--- src/rtl/sumador_pkg.sv ---
// Shared types and defaults for the bit-serial adder/subtractor.
package sumador_pkg;

  localparam int WIDTH_DEFAULT = 8;

  typedef enum logic [1:0] {
    IDLE,
    SHIFT,
    DONE
  } state_t;

endpackage

--- src/rtl/sumador_completo.sv ---
// Combinational 1-bit full adder: the single arithmetic cell of the serial adder.
module sumador_completo (
  input  logic a,
  input  logic b,
  input  logic ci,
  output logic s,
  output logic co
);

  assign s  = a ^ b ^ ci;
  assign co = (a & b) | (ci & (a ^ b));

endmodule

--- src/rtl/sumador_serial.sv ---
// Bit-serial ripple adder/subtractor, one sum bit per enabled clock, LSB first.
// Optional zero/overflow flags are built when SUMADOR_SERIAL_FLAGS_EN is defined.
module sumador_serial
  import sumador_pkg::*;
#(
  parameter int WIDTH = WIDTH_DEFAULT
) (
  input  logic             clock,
  input  logic             reset,
  input  logic             enable,
  input  logic             start,
  input  logic [WIDTH-1:0] A,
  input  logic [WIDTH-1:0] B,
  input  logic             cin,
  output logic [WIDTH-1:0] S,
  output logic             cout,
  output logic             zero,
  output logic             overflow,
  output logic             busy,
  output logic             done
);

  localparam int CW = $clog2(WIDTH);
  typedef logic [CW-1:0] cnt_t;

  state_t           state;
  cnt_t             cnt;
  logic [WIDTH-1:0] a_reg;
  logic [WIDTH-1:0] b_reg;
  logic             carry;
  logic             sum_bit;
  logic             carry_bit;
  logic             last_bit;

  sumador_completo u_fa (
    .a  (a_reg[cnt]),
    .b  (b_reg[cnt]),
    .ci (carry),
    .s  (sum_bit),
    .co (carry_bit)
  );

  assign last_bit = (cnt == cnt_t'(WIDTH - 1));

  // NOTE: all state updates use non-blocking assignments so every register
  // samples the pre-edge values of the others (carry and S[cnt] rely on it).
  always_ff @(posedge clock or posedge reset) begin
    if (reset) begin
      state <= IDLE;
      cnt   <= '0;
      a_reg <= '0;
      b_reg <= '0;
      carry <= 1'b0;
      S     <= '0;
      cout  <= 1'b0;
      busy  <= 1'b0;
      done  <= 1'b0;
    end else if (enable) begin
      case (state)
        IDLE: begin
          if (start) begin
            a_reg <= A;
            b_reg <= B;
            carry <= cin;
            S     <= '0;
            cout  <= 1'b0;
            cnt   <= '0;
            busy  <= 1'b1;
            state <= SHIFT;
          end
        end
        SHIFT: begin
          S[cnt] <= sum_bit;
          carry  <= carry_bit;
          if (last_bit) begin
            cnt   <= '0;
            cout  <= carry_bit;
            busy  <= 1'b0;
            done  <= 1'b1;
            state <= DONE;
          end else begin
            cnt <= cnt + cnt_t'(1);
          end
        end
        DONE: begin
          done  <= 1'b0;
          state <= IDLE;
        end
        default: state <= IDLE;
      endcase
    end
  end

`ifdef SUMADOR_SERIAL_FLAGS_EN
  logic [WIDTH-1:0] s_final;

  // Lower bits are already in S on the last edge; only the MSB is still in flight.
  assign s_final = {sum_bit, S[WIDTH-2:0]};

  always_ff @(posedge clock or posedge reset) begin
    if (reset) begin
      zero     <= 1'b0;
      overflow <= 1'b0;
    end else if (enable) begin
      if (state == IDLE && start) begin
        zero     <= 1'b0;
        overflow <= 1'b0;
      end else if (state == SHIFT && last_bit) begin
        zero     <= (s_final == '0);
        overflow <= carry ^ carry_bit;
      end
    end
  end
`else
  assign zero     = 1'b0;
  assign overflow = 1'b0;
`endif

endmodule

--- config.mk ---
export PLATFORM = sky130hd
export DESIGN_NAME = sumador_serial
export DESIGN_NICKNAME = d
export VERILOG_FILES = /design/src/rtl/sumador_pkg.sv /design/src/rtl/sumador_completo.sv /design/src/rtl/sumador_serial.sv
export SDC_FILE = /design/constraint.sdc
export NUM_CORES = 1
export LEC_CHECK = 0
export BUFFER_PORTS_ARGS = -buffer_cell sky130_fd_sc_hd__buf_2
export CORE_MARGIN = 2
export CORE_UTILIZATION = 54
export CTS_CLUSTER_DIAMETER = 40
export DETAILED_ROUTE_END_ITERATION = 6
export PLACE_DENSITY = 0.78
export SLEW_MARGIN = 10
export SYNTH_ARGS = -nofsm -noshare
export SYNTH_HDL_FRONTEND = slang
export SYNTH_HIERARCHICAL = 1
export SYNTH_SLANG_ARGS = --single-unit
export TNS_END_PERCENT = 1
--- constraint.sdc ---
create_clock -name clock -period 3.1 [get_ports clock]
set_input_delay 0.31 -clock clock [delete_from_list [all_inputs] [get_ports clock]]
set_output_delay 0.31 -clock clock [all_outputs]
set_load 0.05 [all_outputs]
# Word level (Yosys, flattened, before mapping)
# Index checks and enable logic that the tools add are counted.
classes:
  add_sub_neg: 1
  eq_ne: 5
  div: 0
  shift: 0
  mul: 0
  bitwise: 5
  n_reduce_logical: 9
  n_lt_le_gt_ge: 2
  muxes: 25
ops:
  columns: ["op", "n"]
  rows:
  - ["$pmux 8 s2", 1]
  - ["$reduce_and 3->1", 4]
  - ["$mux 1", 9]
  - ["$bwmux 8", 1]
  - ["$mux 8", 1]
  - ["$pmux 1 s2", 4]
  - ["$bmux 1 s3", 2]
  - ["$mux 3", 2]
  - ["$pmux 3 s2", 1]
  - ["$lt 3x4->1 const B", 1]
  - ["$mux 2", 2]
  - ["$ne 2x2->1 const B", 2]
  - ["$pmux 2 s2", 1]
  - ["$reduce_and 4->1", 1]
  - ["$reduce_bool 2->1", 2]
  - ["$add 3x1->3 const B", 1]
  - ["$demux 1 s3", 1]
  - ["$eq 3x3->1 const B", 1]
  - ["$ge 3x1->1 const B", 1]
  - ["$and 1x1->1", 2]
  - ["$eq 2x1->1 const B", 1]
  - ["$eq 2x2->1 const B", 1]
  - ["$logic_not 2->1", 1]
  - ["$xor 1x1->1", 2]
  - ["2 further kinds", 2]
word_totals:
  out_inout_bits: 13
  latch_bits: 0
  romBits: 0
  mem_bits_rw: 0
  inputBits: 21
  ff_bits: 33
  elab_cells: 56
  n_memories: 0

# Logic depth before layout (Yosys ltp)
# Gate-level depths: netlist of run 1.
depth:
  word_depth: 7
  mapped_depth: 8
  ltp_nobuf: 6

# Modules after synthesis
# The synthesis of run 1 kept the hierarchy.
modules_own_cells:
  columns: ["module", "seq_area_each_um2", "cells_each", "area_per_inst_um2", "n_inst"]
  rows:
  - ["sumador_serial", 825.8, 143, 1691.6, 1]
  - ["sumador_completo", 0.0, 1, 20.0, 1]

# Least setup slack after synthesis of run 1
# No wires, ideal clock.
synth_path:
  path_type: "register -> register"
  from: "reg cnt[0]"
  to: "reg S[1]"
  required_ns: 2.999
  n_path_buf: 1
  slack_ns: 0.847
  period_less_slack_ns: 2.253
  path_stages_with_launch: 7
  arrival_time_ns: 2.152
  setup_time_ns: 0.101
  path_cell_list: "dfrtp_1 buf_6 mux4_1 mux2_2 fa_1 nand4_1 o32ai_1"
synth_via:
  elab_chain_cells: 6
  elab_cells_between_ends: 13
  cone_classes: "order compare (2); mux (8); bitwise (2); reduce/logical (1)"
synth_lines:
  columns: ["item", "line", "rtl"]
  rows:
  - ["from (decl)", "sumador_serial.sv:27", "cnt_t cnt;"]
  - ["from (signal assigned)", "sumador_serial.sv:82", "cnt <= cnt + cnt_t'(1);"]
  - ["$bmux 1 s3, on equally long branches", "sumador_serial.sv:36, sumador_serial.sv:37", null]
  - ["$mux 1, on equally long branches", "sumador_serial.sv:36, sumador_serial.sv:37", null]
  - ["$xor 1x1->1 (*) (2 in a row)", "sumador_completo.sv:10", "assign s = a ^ b ^ ci;"]
  - ["named net sum_bit", "sumador_serial.sv:31", "logic sum_bit;"]
  - ["$bwmux 8 (*)", "sumador_serial.sv:73", "S[cnt] <= sum_bit;"]
  - ["$pmux 8 s2 (*)", "sumador_serial.sv:59", "case (state)"]
  - ["to (signal, indexed assignment)", "sumador_serial.sv:73", null]
  - ["to (decl)", "sumador_serial.sv:15", "output logic [WIDTH-1:0] S,"]
# The timed path passes the listed nets; every way through them passes the cells marked *. The select of a mux whose other input is x is not followed.
# A chain may end at the register's enable or synchronous reset.

# Worst setup path in the final report of run 1
layout_path:
  from: "reg cnt[1]"
  to: "reg S[0]"
# The elaborated chain is that of the path after synthesis.

==> summary.md, run 1 <==
| Metric | Value |
|---|---|
| Status | `complete, no violations` |
| Post-synth top cells | `dfrtp_1, mux2_2, inv_1` |
| Max Cap Violations | `0` |
| DR vias | `approximately 1,200` |
| GPL Wtd Cong | `a little under 0.8` |
| Pleak | `0.8717 nW` |
| Avg Vias per Cell | `5.359` |
| Fmax | `404.3 MHz` |
| Post-route antenna net violation count | `0` |
| Initial antenna violation count | `0` |
| CP required | `3.35 ns` |
| Rel. slew slack | `between 40 and 50%` |
| Met2 Use GR | `between 20% and 30%` |
| Post-Syn Area | `0.001712 mm^2` |
| Cell type with the largest total area after synthesis | `dfrtp_1` |
| Final min period | `~2.5 ns` |
| Reg-to-reg startpoint | `cnt[1]` |
| Iter 0 DRT Violations | `27` |
| Grt met3 use | `under 10%` |
| Primary FF master, synth | `dfrtp_1` |
| Area Overhead vs Synth | `11.92%` |
| Largest net degree at the start of global routing | `34` |
| Post-synth top area share | `48.25%` |
| GR peak layer | `met2` |
| Row cnt | `20` |
| Htree depth | `2` |
| Hold buffers post-CTS | `0` |
| Post-synth ARST share | `100.0%` |
| Max VDD drop | `0.4177 mV` |
| Post-synthesis cell type count | `38` |
| ANT cells | `0` |
| Initial Util | `between 50% and 60%` |
| CP max stage delay | `0.71 ns` |
| CTS Buf Count | `5` |
| Chip width | `60.30 um` |
| R2r endpoint | `S[0]` |
| Final Slew Violations | `0` |
| Crit Path Class | `flip-flop to flip-flop` |
| Area after DPL | `~0.0019 mm^2` |
| CTS resizes | `0` |
| Register bit total from synthesis | `33` |
| Final worst-path setup slack | `0.6267 ns` |
| Die Y | `60.30 um` |
| Syn_area_per_cell | `roughly 12 um^2` |
| Pwr dens | `962.9 mW/mm^2` |
| Skew-Pair Late Insertion Delay | `0.35 ns` |
| Layout Skew | `0.01329 ns` |
| Final instance area | `0.001916 mm^2` |
| Top-count cell post-synth | `dfrtp_1` |
| CP max FO | `20` |
| Register area | `825.8 um^2` |
| Clock transition at path regs | `0.10 ns` |
| Multi-input logic area | `757.0 um^2` |
| CP Cell Sequence | `mux4_1 > mux2_2 > fa_1 > nand4b_1 > o31ai_1` |
| Root Driver | `clkbuf_4` |
| Hold/Removal Path Class | `input port to async pin` |
| Number of synthesized flops with an enable pin | `0` |
| Layout fillers | `about 250` |
| Design Power | `1.845 mW` |
| Crit. End Element | `flip-flop` |
| Final WL | `between 2000 and 3000 um` |
| Vias in the first global route | `1,145` |
| DRC violations left | `0` |
| Final setup viols | `0` |
| Detailed Place HPWL | `2128 um` |
| # nets final | `198` |
| Fin crit share | `between 70% and 80%` |
| I/O pin count | `34` |
| Ys Warns | `6` |
| Total Routing Usage GR | `between 10% and 20%` |
| Worst slew pin tran | `0.8181 ns` |
| Final count of hold timing violations | `0` |
| Die area | `between 0.003 and 0.004 mm^2` |
| Setup_tns | `0 ns` |
| Post-synthesis sequential area ratio | `about half` |
| Worst r2r path cells | `5` |
| First-pass DRT Iterations | `4` |
| Setup bufs post-CTS | `0` |
| Arr. time, crit path | `2.72 ns` |
| R2R setup slack | `0.63 ns` |
| Clk buf depth | `2` |
| CTS tree | `yes` |
| DR WL/cell | `approximately 14 um` |
| Placement Setup Slack | `0.6862 ns` |
| Clock Sinks | `33` |
| Core Area | `0.003028 mm^2` |
| Largest cells by area after synthesis | `dfrtp_1, mux2_2, a211oi_1` |
| Syn Inst Count | `around 140` |
| Layout cells sized above 1 | `35.26%` |
| Crit start category | `flip-flop` |
| GR Util met1 | `23.70%` |
| First-pass GRT wire length | `5002 um` |
| Unrepaired setup endpoints after global routing | `false` |
| Worst path slowest cell | `dfrtp_1` |
| Port Buffers | `31` |
| Overflow after GRT | `0` |
[layout by cell type, fill, tap and decap left out, drive strengths merged, types with 2 or more instances in the layout]
master	n
buf	34
dfrtp	33
mux2	17
inv	12
o21ai	8
a211oi	7
o22ai	7
clkbuf	7
nand3b	4
o31ai	4
mux2i	4
nand2b	4
or3b	3
ha	3
nand4b	2
nand3	2
mux4	2
nand2	2
conb	2
[report_power, final]
part	internal [mW]	switching, mW	leakage [nW]
combinational	0.379	0.458	0.431
clock	0.107	0.137	0.0314
sequential	0.608	0.157	0.409
[critical path: cells and delay by family, from the launching register on]
kind	cells	cell delay [ns]
mux	2	0.67
fa+ha+maj	1	0.54
compound gates	1	0.25
flops	1	0.71
simple gates	1	0.21
[cell families (layout without fill, tap and decap cells)]
| group | Yosys count | count (layout) | share of synthesized area (%) |
|---|---|---|---|
| DFF | 33 | 33 | 48.25 |
| muxes | 23 | 23 | 16.59 |
| other | 1 | 2 | 0.2191 |
| buffers and inverters | 25 | 53 | 7.748 |
| adders and majority gates | 4 | 4 | 3.363 |
| and+or+nand+nor | 24 | 24 | 10.02 |
| AOI/OAI and AO/OA | 34 | 34 | 13.82 |
[worst max-delay path by stage]
stage | startpoint | endpoint | depth (start not counted)
2_1_floorplan | cnt[0] | S[1] | 6
3_3_place_gp | cnt[1] | S[1] | 5
3_5_place_dp | cnt[1] | S[0] | 5
4_1_cts | cnt[1] | S[0] | 5
5_1_grt | cnt[1] | S[1] | 5
6_report | cnt[1] | S[0] | 5
[area by class of cell]
class,count,share of cell area (%)
inverters,12,2.351
repair buffers,34,9.275
multi-input cells,87,39.52
well taps,44,2.874
clock buffers,7,2.874
flip-flops and latches,33,43.11
[per-layer routing]
| layer | routed length (um) | share of wire [%] | vias up |
|---|---|---|---|
| li1 | - | - | 577 |
| met2 | 1412 | 48 | 31 |
| met3 | 148 | 5.0 | 5 |
| met1 | 1339 | 45 | 550 |
| met4 | 46 | 1.6 | 0 |
| met5 | 0 | 0 | - |
[through the flow]
step | hold WS [ns] | utilization [%] | instances
2_1_floorplan | 0.4389 | - | 145
3_3_place_gp | 0.4079 | 61.45 | 210
3_5_place_dp | 0.4230 | 61.45 | 210
4_1_cts | 0.04231 | 63.26 | 217
5_1_grt | 0.07140 | 63.26 | 217
6_report | 0.02729 | 63.26 | 217
Note: power is estimated with default switching activity, not from simulation.
==> inputs of run 2 (changes only) <==
Clock period 3.1 ns to 2.43 ns, I/O delays scaled along.
==> run 2 against run 1 <==
Final cell count up 2.3%. Routed wire length rose by 8.3%. Setup slack got worse by 0.58 ns. Highest routed layer unchanged.
==> summary.md, run 2 (synthesized netlist as in run 1, its figures left out) <==
| Metric | Value |
|---|---|
| Status | `complete, no violations` |
| Clock Sinks | `33` |
| Clk buf depth | `2` |
| Hold slack | `about 0.13 ns` |
| Final core occ | `65.25%` |
| First-pass DRT Iterations | `6` |
| Final WL | `between 3000 and 4000 um` |
| R2R setup slack | `about 0.047 ns` |
| Port Buffers | `31` |
| Skew-Pair Late Insertion Delay | `0.34 ns` |
| Avg Vias per Cell | `5.518` |
| ANT cells | `0` |
| Post-route antenna net violation count | `0` |
| CP Cell Sequence | `mux4_1 > mux2_2 > fa_1 > nand4_1 > o32ai_2` |
| P_int | `1.446 mW` |
| DR vias | `1,225` |
| Overflow after GRT | `0` |
| R2r endpoint | `S[1]` |
| Clock network power share | `between 10% and 20%` |
| Arr. time, crit path | `2.64 ns` |
| Layout cells sized above 1 | `38.20%` |
| Initial antenna violation count | `0` |
| Iter 0 DRT Violations | `26` |
| CP max FO | `4` |
| DRC violations left | `0` |
| Final min period | `2.383 ns` |
| Worst path slowest cell | `mux4_1` |
| Switching Fraction | `between 40% and 50%` |
| First-pass GRT wire length | `5071 um` |
| Core Area | `0.003028 mm^2` |
| Logic gate share of total power | `roughly half` |
| Final Slew Violations | `0` |
| Setup_tns | `0 ns` |
| Most frequent cells in the layout | `dfrtp_1, buf_2, mux2_2, inv_1, o21ai_0` |
| Total Routing Usage GR | `19.50%` |
| Hold path start | `A[7]` |
| Crit start category | `flip-flop` |
| Reg-to-reg startpoint | `cnt[0]` |
| Die area | `0.003636 mm^2` |
| Root Driver | `clkbuf_4` |
| CP max stage delay | `0.56 ns` |
| GPL Wtd Cong | `0.7936` |
| Final setup viols | `0` |
| Layout Skew | `0.003906 ns` |
| Fmax | `419.6 MHz` |
| Sequential Power Share | `38.5%` |
| Pleak | `0.9012 nW` |
| CTS tree | `yes` |
| Row cnt | `20` |
| Initial Util | `56.53%` |
| I/O pin count | `34` |
| Design Power | `2.450 mW` |
| Hold Crit Depth | `2` |
| Pwr dens | `between 1000 and 1500 mW/mm^2` |
| Hold Path End | `a_reg[7]` |
| Fin crit share | `around 98%` |
| Hold/Removal Path Class | `input port to flip-flop` |
| Inst Count DP | `213` |
| Crit Path Class | `flip-flop to flip-flop` |
| Final count of hold timing violations | `0` |
| # nets final | `a little over 200` |
| Layout fillers | `240` |
| Clock transition at path regs | `0.10 ns` |
| Worst r2r path cells | `5` |
| Commonest non-fill, non-tap cell in the layout | `dfrtp_1` |
| Crit. End Element | `flip-flop` |
| Max Cap Violations | `0` |
| Non-Filler Instances | `roughly 220` |
| DR WL/cell | `between 10 and 15 um` |
| Largest net degree at the start of global routing | `34` |
| Area Overhead vs Synth | `15.42%` |
| Die Y | `~60 um` |
| Vias in the first global route | `1,143` |
| Sw power | `between 1 and 1.5 mW` |
| Chip width | `60.30 um` |
| Detailed Place HPWL | `2299 um` |
| Htree depth | `2` |
| CTS Buf Count | `5` |
| Max VDD drop | `between 0.5 and 0.6 mV` |
| CP required | `roughly 2.7 ns` |
## run 2: cell type report
class / count / area (um^2) / area share [%]
well taps: 44 / 55.05 / 2.787
inverters: 12 / 45.04 / 2.280
flip-flops and latches: 33 / 825.8 / 41.80
clock inverters: 1 / 7.507 / 0.3800
repair buffers: 39 / 221.5 / 11.21
multi-input cells: 87 / 769.5 / 38.95
clock buffers: 6 / 51.30 / 2.597
## run 2: power groups by stage
stage | Sequential (mW) | Combinational (mW) | Clock (mW)
final | 0.942 | 1.19 | 0.320
after CTS | 0.945 | 1.15 | 0.323
after global placement | 0.943 | 1.09 | 0
after global routing | 0.979 | 1.29 | 0.343
after floorplan | 1.08 | 0.770 | 0
after detailed placement | 0.959 | 1.14 | 0
## run 2: worst max path at each step
| stage | from | to | depth (start not counted) |
|---|---|---|---|
| global route | cnt[0] | S[1] | 7 |
| CTS | cnt[0] | S[0] | 7 |
| floorplan | cnt[0] | S[1] | 6 |
| finish | cnt[0] | S[1] | 5 |
| detailed placement | cnt[0] | S[0] | 7 |
| global placement | cnt[0] | S[1] | 7 |
## run 2: timing repair
item | in CTS | in global routing
endpoints found under the hold margin | 33 | 0
endpoints found under the setup margin | 0 | 4
hold buffers | 1 | 0
resized for setup | 0 | 3
buffers inserted | 0 | 1
## run 2: critical path: cells and delay by family (launching register included)
kind | cells | cell delay (ns)
adders and majority gates | 1 | 0.54
muxes | 2 | 0.86
AOI/OAI and AO/OA | 1 | 0.26
DFF | 1 | 0.41
and+or+nand+nor | 1 | 0.23
## run 2: per-stage QoR
step           worst slack [ns]  area [um^2]
4_1_cts                 0.05393         1952
5_1_grt                -0.03790         1976
3_5_place_dp            0.06124         1883
6_report                0.04664         1976
3_3_place_gp             0.1790         1883
2_1_floorplan            0.1771         1715
## run 2: metal layers
metal | vias to the layer above | track usage [%] | wire [um]
met3 | 7 | 5.411 | 142
met1 | 603 | 21.72 | 1331
li1 | 587 | - | -
met2 | 28 | 34.01 | 1655
met4 | 0 | 9.841 | 64
met5 | - | 0 | 0
==> inputs of run 3 (changes only) <==
Settings changed: CELL_PAD_IN_SITES_DETAIL_PLACEMENT from default to 1, CELL_PAD_IN_SITES_GLOBAL_PLACEMENT from default to 1, CORE_UTILIZATION 54 to 43, GPL_ROUTABILITY_DRIVEN from default to 0, PLACE_DENSITY 0.78 to default, PLACE_DENSITY_LB_ADDON from default to 0.1, SLEW_MARGIN 10 to default.
==> run 3 against run 2 <==
Worst hold slack worse by 0.10 ns. Global-route usage down 1.3 points. Design area rose by 2.4%. Critical endpoint is now S[0]. Largest power group unchanged.
==> summary.md, run 3 (synthesized netlist as in run 1, its figures left out) <==
| Metric | Value |
|---|---|
| ANT cells | `0` |
| Worst r2r path cells | `5` |
| Crit path launch | `cnt[0]` |
| Switching Fraction | `38.63%` |
| Logic gate share of total power | `43.7%` |
| First-pass DRT Iterations | `4` |
| Setup_tns | `0 ns` |
| Port Buffers | `31` |
| Status | `complete, no violations` |
| Final count of hold timing violations | `0` |
| Hold/Removal Path Class | `input port to async pin` |
| Chip width | `67.09 um` |
| Max VDD drop | `0.5399 mV` |
| Pwr dens | `about 1300 mW/mm^2` |
| CP max stage delay | `0.51 ns` |
| GR Util met1 | `23.30%` |
| Layout fillers | `422` |
| P_int | `around 1.7 mW` |
| Grt met3 use | `about 5.7%` |
| Iter 0 DRT Violations | `25` |
| Crit Path Class | `flip-flop to flip-flop` |
| Clock Sinks | `33` |
| R2r endpoint | `S[0]` |
| Avg Vias per Cell | `5.360` |
| DR WL/cell | `16.17 um` |
| CTS Buf Count | `5` |
| Max Cap Violations | `0` |
| Post-route antenna net violation count | `0` |
| Largest net degree at the start of global routing | `34` |
| Unrepaired setup endpoints after global routing | `false` |
| DRC violations left | `0` |
| CTS tree | `yes` |
| Fmax | `432.2 MHz` |
| Area Overhead vs Synth | `18.20%` |
| Clock transition at path regs | `0.07 ns` |
| Clock network power share | `20.2%` |
| Die Y | `67.09 um` |
| Commonest non-fill, non-tap cell in the layout | `buf_2` |
| Initial antenna violation count | `0` |
| Final min period | `2.314 ns` |
| Layout cells sized above 1 | `40.00%` |
| Initial Util | `45.72%` |
| Crit path depth | `5` |
| R2R setup slack | `0.12 ns` |
| Most frequent cells in the layout | `buf_2, dfrtp_1, mux2_2, inv_1, o21ai_0` |
| Met2 Use GR | `28.34%` |
| DR vias | `roughly 1,200` |
| Skew-Pair Late Insertion Delay | `about 0.29 ns` |
| Placement Setup Slack | `0.02518 ns` |
| Crit path to | `S[0]` |
| CP max FO | `4` |
| Final core occ | `54.04%` |
| I/O pin count | `34` |
| Total Routing Usage GR | `18.24%` |
| Crit. End Element | `flip-flop` |
| Final setup viols | `0` |
| Core Area | `0.003744 mm^2` |
| Pleak | `0.9185 nW` |
| Htree depth | `2` |
| # nets final | `just over 200` |
| Final worst-path setup slack | `0.1165 ns` |
| Fin crit share | `95.21%` |
| GR peak layer | `met2` |
| Crit-path leading delay family | `multiplexers` |
| Worst path slowest cell | `fa_1` |
| CP required | `2.63 ns` |
| Layout Skew | `0.008847 ns` |
| Reg-to-reg startpoint | `cnt[0]` |
| CP Cell Sequence | `mux4_2 > mux2_2 > fa_1 > nand4b_1 > o31ai_1` |
| Root Driver | `clkbuf_8` |
| Die area | `0.004501 mm^2` |
| Arr. time, crit path | `2.52 ns` |
| Overflow after GRT | `0` |
| Row cnt | `22` |
| Sequential Power Share | `36.1%` |
| Crit path buffers/inverters | `0` |
| Final WL | `3686 um` |
| Final Slew Violations | `0` |
| Sw power | `between 1 and 1.5 mW` |
| First-pass GRT wire length | `5961 um` |
| Crit start category | `flip-flop` |
| Vias in the first global route | `1,240` |
| Clk buf depth | `2` |
| Detailed Place HPWL | `2518 um` |
run 3: changes by cell type in the layout (fill, tap and decap cells not counted), sizes merged:
| cell | delta |
|---|---|
| buf | +2 |
| bufinv | +1 |
| clkbuf | +1 |
| clkinvlp | -1 |
| dlygate4sd3 | -1 |
run 3: final cells by class:
class,instances,area (um^2),area share (%)
Tap cell,48,60.06,2.968
Clock buffer,7,86.33,4.267
Multi-Input combinational cell,87,749.5,37.04
Inverter,12,45.04,2.226
Timing Repair Buffer,40,224.0,11.07
Sequential cell,33,828.3,40.94
Clock inverter,1,30.03,1.484
run 3: worst min path at each step:
stage,end,startpoint,cells after the start,slack [ns]
finish,cnt[0],reset,3,0.03
global route,a_reg[4],reset,3,0.08
CTS,S[2],reset,3,0.03
detailed placement,a_reg[4],reset,3,0.36
global placement,a_reg[5],reset,3,0.34
floorplan,S[0],reset,1,0.37
run 3: what timing repair did:
| item | in CTS | in global routing |
|---|---|---|
| hold buffers | 0 | 0 |
| pin swaps | 0 | 3 |
| gates resized for setup | 1 | 4 |
| cloned | 0 | 1 |
| setup endpoints to repair | 1 | 5 |
| buffers inserted | 0 | 2 |
run 3: worst min-delay path, stage by stage:
cell	delay, ns
buf_2	0.10
inv_1	0.04
buf_4	0.37
run 3: per-stage QoR:
| step | hold WS [ns] | cell area [um^2] | instances | total power, mW |
|---|---|---|---|---|
| finish | 0.02781 | 2023 | 228 | 2.691 |
| global route | 0.07624 | 2023 | 228 | 2.878 |
| CTS | 0.03499 | 2008 | 225 | 2.678 |
| detailed placement | 0.3577 | 1888 | 217 | 2.113 |
| global placement | 0.3428 | 1888 | 217 | 2.062 |
| floorplan | 0.3719 | 1715 | 145 | 1.848 |
run 3: routing by layer:
| layer | up-vias | share of wire [%] |
|---|---|---|
| li1 | 588 | - |
| met5 | - | 0 |
| met1 | 599 | 46 |
| met3 | 6 | 4.7 |
| met2 | 29 | 48 |
| met4 | 0 | 1.7 |
run 3: power by group through the flow:
stage	Combinational, mW	Sequential (mW)	Clock (mW)
after CTS	1.15	0.963	0.561
after global routing	1.29	1.01	0.577
final	1.17	0.972	0.545
after detailed placement	1.14	0.973	0
after global placement	1.10	0.959	0
after floorplan	0.770	1.08	0
